==> src/rtl/mmio_write_fifo.sv <==
// -----------------------------------------------------------------------------
// mmio_write_fifo
//
// Watches the data-memory write bus of the single-cycle computer and captures
// every store to MMIO_ADDR into a small first-word-fall-through FIFO. The
// captured words go to a downstream sink (display, UART driver, bench
// observer), so program output can be seen without probing data memory.
//
// Parameters:
//   WIDTH      bit width of writedata, dataadr and out_data
//   DEPTH      FIFO entries (power of two, >= 2)
//   MMIO_ADDR  store address that is captured
//
// Ports:
//   clk           system clock, all state updates on the rising edge
//   reset         asynchronous, active-high reset
//   memwrite      store strobe from the computer
//   dataadr       store address from the computer
//   writedata     store data from the computer
//   clear         synchronous flush of FIFO contents and overflow flag
//   out_valid     FIFO head holds a word
//   out_data      FIFO head word (0 while empty)
//   out_ready     sink accepts the head word this cycle
//   count         current occupancy, 0..DEPTH
//   full          count == DEPTH
//   empty         count == 0
//   overflow      sticky: a matching store was dropped because the FIFO was full
//
// Optional build macro MMIO_FIFO_STATS_EN adds:
//   accepted_cnt  saturating count of stores written into the FIFO
//   dropped_cnt   saturating count of stores dropped while full
//
// Handshake: a word transfers on a rising edge where out_valid && out_ready
// are both 1. out_valid and out_data depend only on registered state; the
// sink may drive out_ready at any time, and out_ready while out_valid is 0
// has no effect.
// -----------------------------------------------------------------------------
module mmio_write_fifo #(
   parameter int               WIDTH     = 16,
   parameter int               DEPTH     = 8,
   parameter logic [WIDTH-1:0] MMIO_ADDR = 16'd84
) (
   input  logic                     clk,
   input  logic                     reset,
   input  logic                     memwrite,
   input  logic [WIDTH-1:0]         dataadr,
   input  logic [WIDTH-1:0]         writedata,
   input  logic                     clear,
   output logic                     out_valid,
   output logic [WIDTH-1:0]         out_data,
   input  logic                     out_ready,
   output logic [$clog2(DEPTH):0]   count,
   output logic                     full,
   output logic                     empty,
   output logic                     overflow
`ifdef MMIO_FIFO_STATS_EN
   ,
   output logic [15:0]              accepted_cnt,
   output logic [15:0]              dropped_cnt
`endif
);

   localparam int            AW      = $clog2(DEPTH);
   localparam int            CW      = AW + 1;
   localparam logic [CW-1:0] DEPTH_C = CW'(DEPTH);

   logic [WIDTH-1:0] mem [DEPTH];
   logic [AW-1:0]    rd_ptr;
   logic [AW-1:0]    wr_ptr;

   logic push;     // matching store seen on the bus this cycle
   logic pop;      // head word handed to the sink this cycle
   logic do_push;  // store actually written into the FIFO
   logic drop;     // store lost because the FIFO is full and nothing leaves

   assign push = memwrite && (dataadr == MMIO_ADDR);
   assign pop  = out_valid && out_ready;

   // A pop frees the head slot on the same edge, so a full FIFO can still
   // accept a store when the sink is draining it.
   assign do_push = push && (!full || pop);
   assign drop    = push && full && !pop;

   assign empty     = (count == '0);
   assign full      = (count == DEPTH_C);
   assign out_valid = !empty;
   assign out_data  = empty ? '0 : mem[rd_ptr];

   // Pointers, occupancy and overflow flag. clear outranks push and pop.
   always_ff @(posedge clk or posedge reset) begin
      if (reset) begin
         rd_ptr   <= '0;
         wr_ptr   <= '0;
         count    <= '0;
         overflow <= 1'b0;
      end else if (clear) begin
         rd_ptr   <= '0;
         wr_ptr   <= '0;
         count    <= '0;
         overflow <= 1'b0;
      end else begin
         if (do_push) begin
            wr_ptr <= wr_ptr + 1'b1;
         end
         if (pop) begin
            rd_ptr <= rd_ptr + 1'b1;
         end
         case ({do_push, pop})
            2'b10:   count <= count + 1'b1;
            2'b01:   count <= count - 1'b1;
            default: count <= count;
         endcase
         if (drop) begin
            overflow <= 1'b1;
         end
      end
   end

   // Storage has no reset; the pointers define which entries are meaningful.
   always_ff @(posedge clk) begin
      if (do_push && !clear) begin
         mem[wr_ptr] <= writedata;
      end
   end

`ifdef MMIO_FIFO_STATS_EN
   always_ff @(posedge clk or posedge reset) begin
      if (reset) begin
         accepted_cnt <= '0;
         dropped_cnt  <= '0;
      end else if (clear) begin
         accepted_cnt <= '0;
         dropped_cnt  <= '0;
      end else begin
         if (do_push && (accepted_cnt != 16'hFFFF)) begin
            accepted_cnt <= accepted_cnt + 16'd1;
         end
         if (drop && (dropped_cnt != 16'hFFFF)) begin
            dropped_cnt <= dropped_cnt + 16'd1;
         end
      end
   end
`endif

endmodule

==> config.mk <==
export PLATFORM = sky130hd
export DESIGN_NAME = mmio_write_fifo
export DESIGN_NICKNAME = d
export VERILOG_FILES = /design/src/rtl/mmio_write_fifo.sv
export SDC_FILE = /design/constraint.sdc
export NUM_CORES = 1
export LEC_CHECK = 0
export CAP_MARGIN = 5
export CORE_ASPECT_RATIO = 0.75
export CORE_MARGIN = 3
export CORE_UTILIZATION = 51
export DETAILED_ROUTE_END_ITERATION = 8
export HOLD_SLACK_MARGIN = 0.12
export PLACE_DENSITY = 0.73
export SETUP_SLACK_MARGIN = 0.4
export SLEW_MARGIN = 20
export SYNTH_ARGS = -nofsm -noshare
export SYNTH_HDL_FRONTEND = slang
export SYNTH_SLANG_ARGS = --single-unit
==> constraint.sdc <==
create_clock -name clk -period 3.7 [get_ports clk]
set_input_delay 0.74 -clock clk [delete_from_list [all_inputs] [get_ports clk]]
set_output_delay 0.74 -clock clk [all_outputs]
set_load 0.02 [all_outputs]
==> results.txt <==
- Outcome: completed
- Measured against its own limit, the worst slew margin works out to 0.481.
* Post-CTS setup buffers: 0
- Number of distinct library cells after synthesis: 36
- The die covers 12400 um^2.
- Worst setup margin: 0.535 ns
- R2r worst-path depth: 10
- Max-slew violation count: 0
- Post-placement cell area: 6570 um^2
* Type of the most critical hold path: flip-flop to flip-flop
- Number of nets in the layout: 421
* Placed wire-length estimate: 7010 um
- Launching element type of the critical path: flip-flop
* Post-synthesis to final-layout area growth: 26.6%
- Transition at the pin with the smallest max-transition slack: 0.776 ns
* Chip height: 97.0 um
- Largest net degree at the start of global routing: 26
- Final hold slack: 0.500 ns
- TritonCTS buffer count: 17
* Startpoint of the worst hold path: overflow
- Destination of the worst register-to-register timing path: count[3]
- Clock-pin slew was measured on the worst setup and hold paths at 0.05 ns.
* F_max: 0.316 GHz
- The H-tree generated during clock tree synthesis spans 4 levels.
- The detail route stage leaves a number of antenna-violating nets equal to 0.
- Setup repair after global routing missed its margin: false
- Number of buffers inserted for hold repair after clock tree synthesis: 0
- After routing, the total negative slack on setup checks comes to 0 ns.
- Number of nets produced by synthesis: 337
- Sorting the synthesized cells by area gives the leading types as edfxtp_1 (68%), mux4_2 (13%), dfrtp_1 (4.9%), mux2i_1 (3.4%), nor2_1 (1.9%).
- Of the synthesized area, sequential elements account for 0.731.
* Mean Syn Cell Area: 19.1 um^2
- At the worst endpoint, the required time is 2.96 ns.
- Global routing finished with a remaining overflow of 0.
- Final design area excluding fillers: 7140 um^2
- Yosys top cell by area: edfxtp_1
* Number of buffers on the longest clock path: 2
- The worst hold path terminates at overflow.
- Prior to clock tree synthesis, the placed netlist has a worst setup slack of 0.270 ns.
- Clk_skew: 0.00476 ns
- Number of rows created at floorplan: 32
* Share of cells above drive strength 1: 0.227
* Commonest non-fill, non-tap cells in the layout: edfxtp_1 (128), clkdlybuf4s50_1 (60), mux4_2 (32), nor2_1 (28), mux2i_1 (19)
- Clock tree synthesis found a total of 139 sinks.
* Worst Setup End Kind: output port
- Crit Path Class: flip-flop to output port
- In this run the static leakage power is 2.30 nW.
* Horizontal die dimension: 127 um
- Clock latency on the worst-skew pair, taken at its later pin, is 0.40 ns.
* Cell at the root of the clock tree: clkbuf_16
- Max-cap check violation count: 0
* Antenna diode count: 0
* Ordered list of cells on the worst path: or4_4 > clkinv_2 > nor2_1 > clkdlybuf4s50_1
* Time the final worst path needs with I/O delays and setup: 3.16 ns
* Number of synthesis warnings: 0
- The first routing iteration left 155 violations.
- CP max FO: 17
- The slowest stage of the critical path belongs to the cell or4_4.
- The via count of the first global-routing pass came to 3164.
- Power spread over the standard cell area amounts to 498 nW/um^2.
- Total of flip-flops plus latches after synthesis: 139
* Total of buffers placed on input and output ports: 60
- TritonCTS built the clock tree.
- Vias/cell: 5.71
- In the global route stage, overall resource usage came out at 0.192.
- The first global-routing pass estimated 17600 um of wire.
- At the end of routability-driven placement, the weighted congestion stood at 0.731.
* Post-synthesis instance area: 5640 um^2
- Area share of the largest cell type after synthesis: 0.682
- STA puts the critical path data arrival time at 2.42 ns.
- Setup slack of the most critical reg-to-reg path: 0.83 ns
- Longest individual stage delay on the worst path: 0.59 ns
- The design draws 3.56 mW.
- In the synthesized netlist, the number of instances is 295.
- Number of antenna violations at the first check in global routing: 0
* Hold Fails Final Rpt: 0
* Worst IR Drop VDD: 0.404 mV
* Part of the cycle the worst path needs: 0.855
* Final setup vio count: 0
* Leading cell type in the layout, fill and taps excluded: edfxtp_1
- Count of cells along the worst hold path: 2
- Gates resized during post-CTS repair numbered 1.
- Routed length per placed instance: 20.9 um
- First drt pass iteration count: 4
- # IOs: 61
- Number of remaining DRC errors: 0
* Core box area: 10500 um^2
- Vias: 3016
- Initial cell density of the core: 0.535
* Total Wirelength: 11000 um
- Crit Reg-Reg Startpoint: count[0]
-- cells in the mapped netlist --
library cell and n:
nor3b_1 1, and2_4 1, nand2b_1 4, mux2i_1 19, nor2b_1 1, inv_1 2, buf_2 4, a21oi_1 4
nand3b_1 1, nand3_1 4, or4_1 1, a21o_1 3, o21ai_1 1, clkbuf_1 7, ha_1 4, a21o_2 1
mux4_2 32, nor4b_1 5, edfxtp_1 128, or4_4 1, a21bo_1 1, a31oi_1 2, nor4_1 4, fa_1 1
dfrtp_1 11, nand2_1 9, nor3_1 3, buf_1 2, mux2_2 1, or3_1 1, nor2_1 28, xor2_1 1
and2_1 1, clkinv_1 1, a21oi_2 2, xnor2_1 3
-- power breakdown --
group          leakage [nW]  switching (mW)  internal (mW)
combinational         0.715           0.115          0.122
sequential             1.30         0.00523           1.72
clock                 0.280           0.574           1.02
total                  2.30           0.694           2.86
-- how the worst max path moves through the flow --
stage	from	endpoint	slack [ns]	depth (start not counted)
finish	count[0]	out_data[4]	0.54	4
global route	dataadr[2]	count[3]	0.41	11
CTS	rd_ptr[1]	out_data[14]	0.49	5
detailed placement	dataadr[7]	count[3]	0.27	11
global placement	dataadr[8]	count[3]	0.41	11
floorplan	dataadr[1]	mem[0][0]	0.43	5
-- state kept, by name (all words and copies together), names as in the netlist --
signal and cells:
wr_ptr 3, mem 128, count 4, rd_ptr 3, overflow 1
-- metal layers --
layer  vias to the layer above  global-route usage  wire (um)
li1                       1367                   -          -
met1                      1545               0.274       4960
met2                        97               0.298       5530
met3                         7              0.0502        491
met4                         0              0.0552         55
met5                         -                   0          0
-- per-stage QoR --
stage / utilization / instances
final: 0.678 / 528
after global routing: 0.678 / 528
after CTS: 0.678 / 528
after detailed placement: 0.624 / 496
after global placement: 0.624 / 496
after floorplan: - / 295
-- critical path: cells and delay by family (launching register included) --
family / cells / cell delay, ns
simple gates: 2 / 0.71
buf+inv: 2 / 0.82
flops: 1 / 0.48
-- area by class of cell --
type	instances	area [um^2]
Multi-Input combinational cell	140	1480
Timing Repair Buffer	78	786
Clock inverter	9	97.6
Clock buffer	23	468
Tap cell	136	170
Fill cell	719	3390
Inverter	3	12.5
Sequential cell	139	4120
-- kinds of logic (layout without fill, tap and decap cells) --
kind of cell | after synthesis | in the layout | synth area share
muxes | 52 | 52 | 0.164
xor gates and xnor gates | 4 | 4 | 0.00622
AOI/OAI and AO/OA | 14 | 14 | 0.0171
DFF | 139 | 139 | 0.731
adders and majority gates | 5 | 5 | 0.0124
and+or+nand+nor | 65 | 65 | 0.0584
buffers and inverters | 16 | 113 | 0.0115
No activity file was read; power rests on OpenSTA's default activity.
